==> src/rtl/param_misr_collector_pkg.sv <==
// ============================================================================
//  Module      : misr_pkg
//  Description : Shared FSM state type, default polynomial/seed and the
//                Galois MISR next-state function.
//  Revision    : 1.0
// ============================================================================
`default_nettype none

package misr_pkg;

    localparam int MAX_W = 32;

    localparam logic [MAX_W-1:0] DEF_POLY = 32'h0000_001D;
    localparam logic [MAX_W-1:0] DEF_SEED = 32'h0000_0001;

    typedef enum logic [1:0] {
        ST_IDLE = 2'd0,
        ST_RUN  = 2'd1,
        ST_DONE = 2'd2
    } misr_state_e;

    // Operands are zero-extended to MAX_W; w selects the live register width.
    function automatic logic [MAX_W-1:0] misr_next(
        input logic [MAX_W-1:0] sig,
        input logic [MAX_W-1:0] d,
        input logic [MAX_W-1:0] poly,
        input int unsigned      w
    );
        logic             fb;
        logic [MAX_W-1:0] mask;
        fb   = |(sig & (MAX_W'(1) << (w - 1)));
        mask = (w >= MAX_W) ? '1 : ((MAX_W'(1) << w) - MAX_W'(1));
        return ((sig << 1) ^ d ^ (fb ? poly : '0)) & mask;
    endfunction

endpackage

`default_nettype wire

==> src/rtl/param_misr_collector_if.sv <==
// ============================================================================
//  Module      : param_misr_collector_if
//  Description : Control, tap and status bundle of the MISR collector.
//  Revision    : 1.0
// ============================================================================
`default_nettype none

interface param_misr_collector_if #(
    parameter int SIG_W = 8,
    parameter int IN_W  = 8,
    parameter int CNT_W = 8
);
    logic             start;
    logic             abort;
    logic [CNT_W-1:0] window;
    logic [IN_W-1:0]  tap_in;
    logic [IN_W-1:0]  inj_e;
    logic [SIG_W-1:0] exp_sig;
    logic [SIG_W-1:0] sig;
    logic             busy;
    logic             done;
    logic             match;
    logic             inj_seen;

    modport master (
        output start, abort, window, tap_in, inj_e, exp_sig,
        input  sig, busy, done, match, inj_seen
    );

    modport slave (
        input  start, abort, window, tap_in, inj_e, exp_sig,
        output sig, busy, done, match, inj_seen
    );
endinterface

`default_nettype wire

==> src/rtl/param_misr_collector_core.sv <==
// ============================================================================
//  Module      : misr_core
//  Description : Signature register with Galois feedback, load and enable.
//  Revision    : 1.0
// ============================================================================
`default_nettype none

module misr_core
    import misr_pkg::*;
#(
    parameter int               SIG_W = 8,
    parameter int               IN_W  = 8,
    parameter logic [SIG_W-1:0] POLY  = SIG_W'(DEF_POLY),
    parameter logic [SIG_W-1:0] SEED  = SIG_W'(DEF_SEED)
) (
    input  logic             clk,
    input  logic             m_rst_n,
    input  logic             load,
    input  logic             en,
    input  logic [IN_W-1:0]  d,
    output logic [SIG_W-1:0] sig,
    output logic [SIG_W-1:0] sig_nxt
);

    logic [SIG_W-1:0] sig_q;
    logic [SIG_W-1:0] sig_d;

    assign sig_nxt = SIG_W'(misr_next(MAX_W'(sig_q), MAX_W'(d), MAX_W'(POLY), SIG_W));

    always_comb begin
        sig_d = sig_q;
        if (load) begin
            sig_d = SEED;
        end else if (en) begin
            sig_d = sig_nxt;
        end
    end

    always_ff @(posedge clk or negedge m_rst_n) begin
        if (!m_rst_n) begin
            sig_q <= SEED;
        end else begin
            sig_q <= sig_d;
        end
    end

    assign sig = sig_q;

endmodule

`default_nettype wire

==> src/rtl/param_misr_collector.sv <==
// ============================================================================
//  Module      : param_misr_collector
//  Description : Windowed MISR signature collector with fault injection and
//                golden-signature compare.
//  Revision    : 1.0
// ============================================================================
`default_nettype none

module param_misr_collector
    import misr_pkg::*;
#(
    parameter int               SIG_W = 8,
    parameter int               IN_W  = 8,
    parameter logic [SIG_W-1:0] POLY  = SIG_W'(DEF_POLY),
    parameter logic [SIG_W-1:0] SEED  = SIG_W'(DEF_SEED),
    parameter int               CNT_W = 8
) (
    input  logic                   clk,
    input  logic                   m_rst_n,
    param_misr_collector_if.slave  bus
);

    localparam logic [1:0] S_IDLE = 2'(ST_IDLE);
    localparam logic [1:0] S_RUN  = 2'(ST_RUN);
    localparam logic [1:0] S_DONE = 2'(ST_DONE);

    logic [1:0]       state_q, state_d;
    logic [CNT_W-1:0] cnt_q, cnt_d;
    logic             match_q, match_d;
    logic             inj_seen_q, inj_seen_d;
    logic             core_load, core_en;
    logic [SIG_W-1:0] sig_cur, sig_nxt;
    logic [IN_W-1:0]  d_eff;

    assign d_eff = bus.tap_in ^ bus.inj_e;

    misr_core #(
        .SIG_W (SIG_W),
        .IN_W  (IN_W),
        .POLY  (POLY),
        .SEED  (SEED)
    ) u_core (
        .clk     (clk),
        .m_rst_n (m_rst_n),
        .load    (core_load),
        .en      (core_en),
        .d       (d_eff),
        .sig     (sig_cur),
        .sig_nxt (sig_nxt)
    );

    // Abort outranks start, which outranks the normal RUN progression.
    always_comb begin
        state_d    = state_q;
        cnt_d      = cnt_q;
        match_d    = match_q;
        inj_seen_d = inj_seen_q;
        core_load  = 1'b0;
        core_en    = 1'b0;
        if (bus.abort) begin
            state_d = S_IDLE;
            cnt_d   = '0;
            match_d = 1'b0;
        end else if (bus.start) begin
            core_load  = 1'b1;
            inj_seen_d = 1'b0;
            cnt_d      = bus.window;
            if (bus.window == '0) begin
                state_d = S_DONE;
                match_d = (SEED == bus.exp_sig);
            end else begin
                state_d = S_RUN;
                match_d = 1'b0;
            end
        end else if (state_q == S_RUN) begin
            core_en    = 1'b1;
            cnt_d      = cnt_q - CNT_W'(1);
            inj_seen_d = inj_seen_q | (|bus.inj_e);
            if (cnt_q == CNT_W'(1)) begin
                state_d = S_DONE;
                match_d = (sig_nxt == bus.exp_sig);
            end
        end
    end

    always_ff @(posedge clk or negedge m_rst_n) begin
        if (!m_rst_n) begin
            state_q    <= S_IDLE;
            cnt_q      <= '0;
            match_q    <= 1'b0;
            inj_seen_q <= 1'b0;
        end else begin
            state_q    <= state_d;
            cnt_q      <= cnt_d;
            match_q    <= match_d;
            inj_seen_q <= inj_seen_d;
        end
    end

    assign bus.sig      = sig_cur;
    assign bus.busy     = (state_q == S_RUN);
    assign bus.done     = (state_q == S_DONE);
    assign bus.match    = match_q & (state_q == S_DONE);
    assign bus.inj_seen = inj_seen_q;

endmodule

`default_nettype wire

==> src/flat_wrapper.sv <==
// flat-port wrapper written by rule: the top's interface ports become plain ports
module param_misr_collector_flat import misr_pkg::*;
#(
    parameter int               SIG_W = 8,
    parameter int               IN_W  = 8,
    parameter logic [SIG_W-1:0] POLY  = SIG_W'(DEF_POLY),
    parameter logic [SIG_W-1:0] SEED  = SIG_W'(DEF_SEED),
    parameter int               CNT_W = 8
)
  (clk, m_rst_n, bus_start, bus_abort, bus_window, bus_tap_in, bus_inj_e, bus_exp_sig, bus_sig, bus_busy, bus_done, bus_match, bus_inj_seen);
  param_misr_collector_if #(.SIG_W(SIG_W), .IN_W(IN_W), .CNT_W(CNT_W)) bus_i ();
  input  logic clk;
  input  logic m_rst_n;
  input wire logic [$bits(bus_i.start)-1:0] bus_start;
  input wire logic [$bits(bus_i.abort)-1:0] bus_abort;
  input wire logic [$bits(bus_i.window)-1:0] bus_window;
  input wire logic [$bits(bus_i.tap_in)-1:0] bus_tap_in;
  input wire logic [$bits(bus_i.inj_e)-1:0] bus_inj_e;
  input wire logic [$bits(bus_i.exp_sig)-1:0] bus_exp_sig;
  output wire logic [$bits(bus_i.sig)-1:0] bus_sig;
  output wire logic [$bits(bus_i.busy)-1:0] bus_busy;
  output wire logic [$bits(bus_i.done)-1:0] bus_done;
  output wire logic [$bits(bus_i.match)-1:0] bus_match;
  output wire logic [$bits(bus_i.inj_seen)-1:0] bus_inj_seen;
  assign bus_i.start = bus_start;
  assign bus_i.abort = bus_abort;
  assign bus_i.window = bus_window;
  assign bus_i.tap_in = bus_tap_in;
  assign bus_i.inj_e = bus_inj_e;
  assign bus_i.exp_sig = bus_exp_sig;
  assign bus_sig = bus_i.sig;
  assign bus_busy = bus_i.busy;
  assign bus_done = bus_i.done;
  assign bus_match = bus_i.match;
  assign bus_inj_seen = bus_i.inj_seen;
  param_misr_collector #(.SIG_W(SIG_W), .IN_W(IN_W), .POLY(POLY), .SEED(SEED), .CNT_W(CNT_W)) u_core (.clk(clk), .m_rst_n(m_rst_n), .bus(bus_i));
endmodule
==> config.mk <==
export PLATFORM = sky130hd
export DESIGN_NAME = param_misr_collector_flat
export DESIGN_NICKNAME = d
export VERILOG_FILES = /design/src/rtl/param_misr_collector_pkg.sv /design/src/rtl/param_misr_collector_if.sv /design/src/rtl/param_misr_collector_core.sv /design/src/rtl/param_misr_collector.sv /design/src/flat_wrapper.sv
export SDC_FILE = /design/constraint.sdc
export NUM_CORES = 1
export LEC_CHECK = 0
export ABC_AREA = 1
export BUFFER_PORTS_ARGS = -buffer_cell sky130_fd_sc_hd__buf_2
export CORE_MARGIN = 3
export CORE_UTILIZATION = 48
export CTS_BUF_LIST = sky130_fd_sc_hd__clkbuf_4 sky130_fd_sc_hd__clkbuf_8
export CTS_CLUSTER_DIAMETER = 80
export DETAILED_ROUTE_END_ITERATION = 12
export HOLD_SLACK_MARGIN = 0.02
export PLACE_DENSITY = 0.75
export SYNTH_ARGS = -nofsm -noshare
export SYNTH_HDL_FRONTEND = slang
export SYNTH_HIERARCHICAL = 1
export SYNTH_SLANG_ARGS = --single-unit
==> constraint.sdc <==
create_clock -name clk -period 1.4 [get_ports clk]
set_clock_uncertainty 0.05 [all_clocks]
set_input_delay 0.14 -clock clk [delete_from_list [all_inputs] [get_ports clk]]
set_output_delay 0.14 -clock clk [all_outputs]
set_load 0.005 [all_outputs]
==> out/metrics.csv <==
stage,metric,value,unit
critical_path,worst_ep_required_time,1570,ps
logic_synthesis,synth-seq-cells,20,
grt,track_usage,21.9,%
route,drt-total-wl,4110,um
floorplan,die_y,63.7,um
logic_synthesis,syn_avg_cell_area,6.55,sq um
sta,fin_crit_sh,101,%
logic_synthesis,synth_area,0.00160,sq mm
clock_network,cts-buffers-inserted,3,
clock_network,clockBufferDepth,2,
min_path,min-delay-start,bus_window[4],
placed_design,dp.cells,340,
grt,grt_pass1_wl,7070,um
critical_path,r2r-start,u_core/u_core/sig[7],
route,drc_errors,0,
final_layout,n_antenna_cell,0,
final_layout,fill_cells,308,
logic_synthesis,async_reset_ff_share,100,%
logic_synthesis,syn-instance-count,244,
outcome,status,"finished, violations left",
route,avgViaCountPerCell,4.79,
critical_path,cp.arrival,1580,ps
min_path,hold_class,input pin to flop,
logic_synthesis,synth_flop_cell,dfrtp_1,
sta,fmax,707,MHz
clock_network,cts_tree,built,
clock_network,worstSkewPairLatency,310,ps
final_layout,finalNetCount,346,
sta,final-hold-violation-count,0,
critical_path,path_class,flop to flop,
critical_path,cp-end-kind,flop,
clock_network,htree_num_levels,1,
sta,setup_viol,1,
grt,overflow,0,
flow_run,cap_violations,0,
placed_design,io_buffers,47,
logic_synthesis,yosysUniqueCellTypes,31,
sta,rsz0062_at_grt,true,
route,antenna_left,0,
route,firstDrtPassIters,4,
grt,grt_pass1_vias,1584,
sta,tightest_slew,474,ps
floorplan,io_pins,48,
critical_path,worstPathMaxFanout,6,
logic_synthesis,syn-num-nets,282,
clock_network,cts.sinks,20,
power_and_ir_drop,power.leakage,1.18,nW
route,vias,1680,
final_layout,layout.cells.non_filler,351,
floorplan,dieArea,0.00406,sq mm
route,wl_per_cell,11.7,um
sta,fin_ws,-14.6,ps
grt,grt_start_max_net_pins,21,
route,drt_iter0_markers,82,
sta,maxSlewViolCount,0,
sta,slew_headroom,68.4,%
clock_network,clock_tree.root_cell,clkbuf_4,
final_layout,layout_commonest_cell,nand2_1,
sta,whs,69.8,ps
logic_synthesis,synth_enable_flop_cells,0,
logic_synthesis,yosysSeqAreaShare,31.4,%
critical_path,worstSetupStartpoint,u_core/u_core/sig[7],
power_and_ir_drop,powerDensity,809,mW/mm^2
critical_path,start_kind,flop,
floorplan,core_area,0.00310,sq mm
final_layout,drive_gt1_share,36.2,%
final_layout,mostFrequentLayoutCells,"60 x nand2_1, 47 x buf_2, 34 x inv_1",
floorplan,start_util,51.5,%
floorplan,fp-row-count,20,
power_and_ir_drop,ir_worst_vdd,0.000439,V
placed_design,gp_congestion,0.815,
logic_synthesis,yosys_warnings,6,
clock_network,clk_pin_slew,120,ps
final_layout,synthToLayoutAreaGrowth,31.2,%
grt,antenna_found_initial,0,
outcome,violations,setup timing,
sta,fin_crit,1410,ps
floorplan,fp.dieW,63.7,um
placed_design,dpl.hpwl,3120,um
[final cells by class]
type / count / area (sq um) / share of cell area [%]
Multi-Input combinational cell: 175 / 983 / 46.9
Sequential cell: 20 / 505 / 24.1
Tap cell: 44 / 55.1 / 2.63
Timing Repair Buffer: 60 / 335 / 16.0
Inverter: 48 / 188 / 8.95
Clock buffer: 4 / 30.0 / 1.43
[cells in the mapped netlist (3+ instances only)]
cell / count / area [sq um]
nand2_1: 63 / 236
inv_1: 38 / 143
nor2_1: 33 / 124
nand3_1: 20 / 100
dfrtp_1: 19 / 475
o21ai_0: 10 / 50.1
inv_2: 8 / 30.0
xor2_1: 8 / 70.1
xnor2_1: 6 / 52.6
nand2_2: 4 / 25.0
nor2_2: 4 / 25.0
and2_1: 3 / 18.8
[cells by family after synthesis]
kind of cell | after synthesis | synth area share, %
xor gates and xnor gates | 14 | 7.67
buffers and inverters | 49 | 12.3
DFF | 20 | 31.4
and+or+nand+nor | 134 | 37.0
AOI/OAI and AO/OA | 25 | 10.0
adders and majority gates | 2 | 1.57
[state kept, by name, summed over array words and instances (netlist names)]
| register | cells |
|---|---|
| u_core/state_q | 2 |
| u_core/u_core/sig | 8 |
| u_core/bus.inj_seen | 1 |
| u_core/match_q | 1 |
| u_core/cnt_q | 8 |
[worst max-delay path: stages (launching register included)]
cell,delay (ps)
dfrtp_2,490
inv_4,100
nand3_2,90
and2_4,160
inv_2,50
nand2_1,40
o21ai_0,60
nand3b_1,120
nor2_1,50
nor2_1,80
nor2_1,40
[where the power goes]
part | switching (mW) | internal (mW) | total, mW
registers | 0.0575 | 0.639 | 0.697
logic | 0.382 | 0.300 | 0.682
clock network | 0.187 | 0.130 | 0.317
total | 0.626 | 1.07 | 1.70
[metrics by stage]
step                setup WS, ps  utilization (%)  TNS, ps  power (mW)  cell area (sq um)
finish                     -14.6             67.6    -14.6        1.70               2100
global route                -126             67.6     -335        1.84               2100
CTS                         2.15             65.7        0        1.65               2040
detailed placement         -85.8             61.9     -127        1.29               1920
global placement           -60.5             61.9    -60.5        1.28               1920
floorplan                   97.5                -        0        1.10               1600
[layer usage]
| metal | track usage (%) | part of all wire [%] | vias to the layer above |
|---|---|---|---|
| li1 | - | - | 877 |
| met1 | 31.2 | 47 | 759 |
| met2 | 34.3 | 48 | 42 |
| met3 | 3.03 | 4.8 | 2 |
| met4 | 6.47 | 0.51 | 0 |
| met5 | 0 | 0 | - |
[what timing repair did]
item                       CTS  global route
resized for setup            9            19
setup endpoints to repair    8            15
hold endpoints to repair    19             0
hold buffers                 1             0
setup buffers                5             1
pin swaps                    1            10
[final timing paths]
kind | to | slack, ps | cells after the start
setup / recovery | u_core/match_q | -10 | 10
hold / removal | u_core/cnt_q[4] | 70 | 3
setup reg to reg | u_core/match_q | -10 | 10
hold reg to reg | u_core/match_q | 480 | 2
max in group asynchronous | u_core/u_core/sig[3] | 680 | 2
min in group asynchronous | u_core/state_q[0] | 260 | 2
Power figures use the tool's default switching activity.
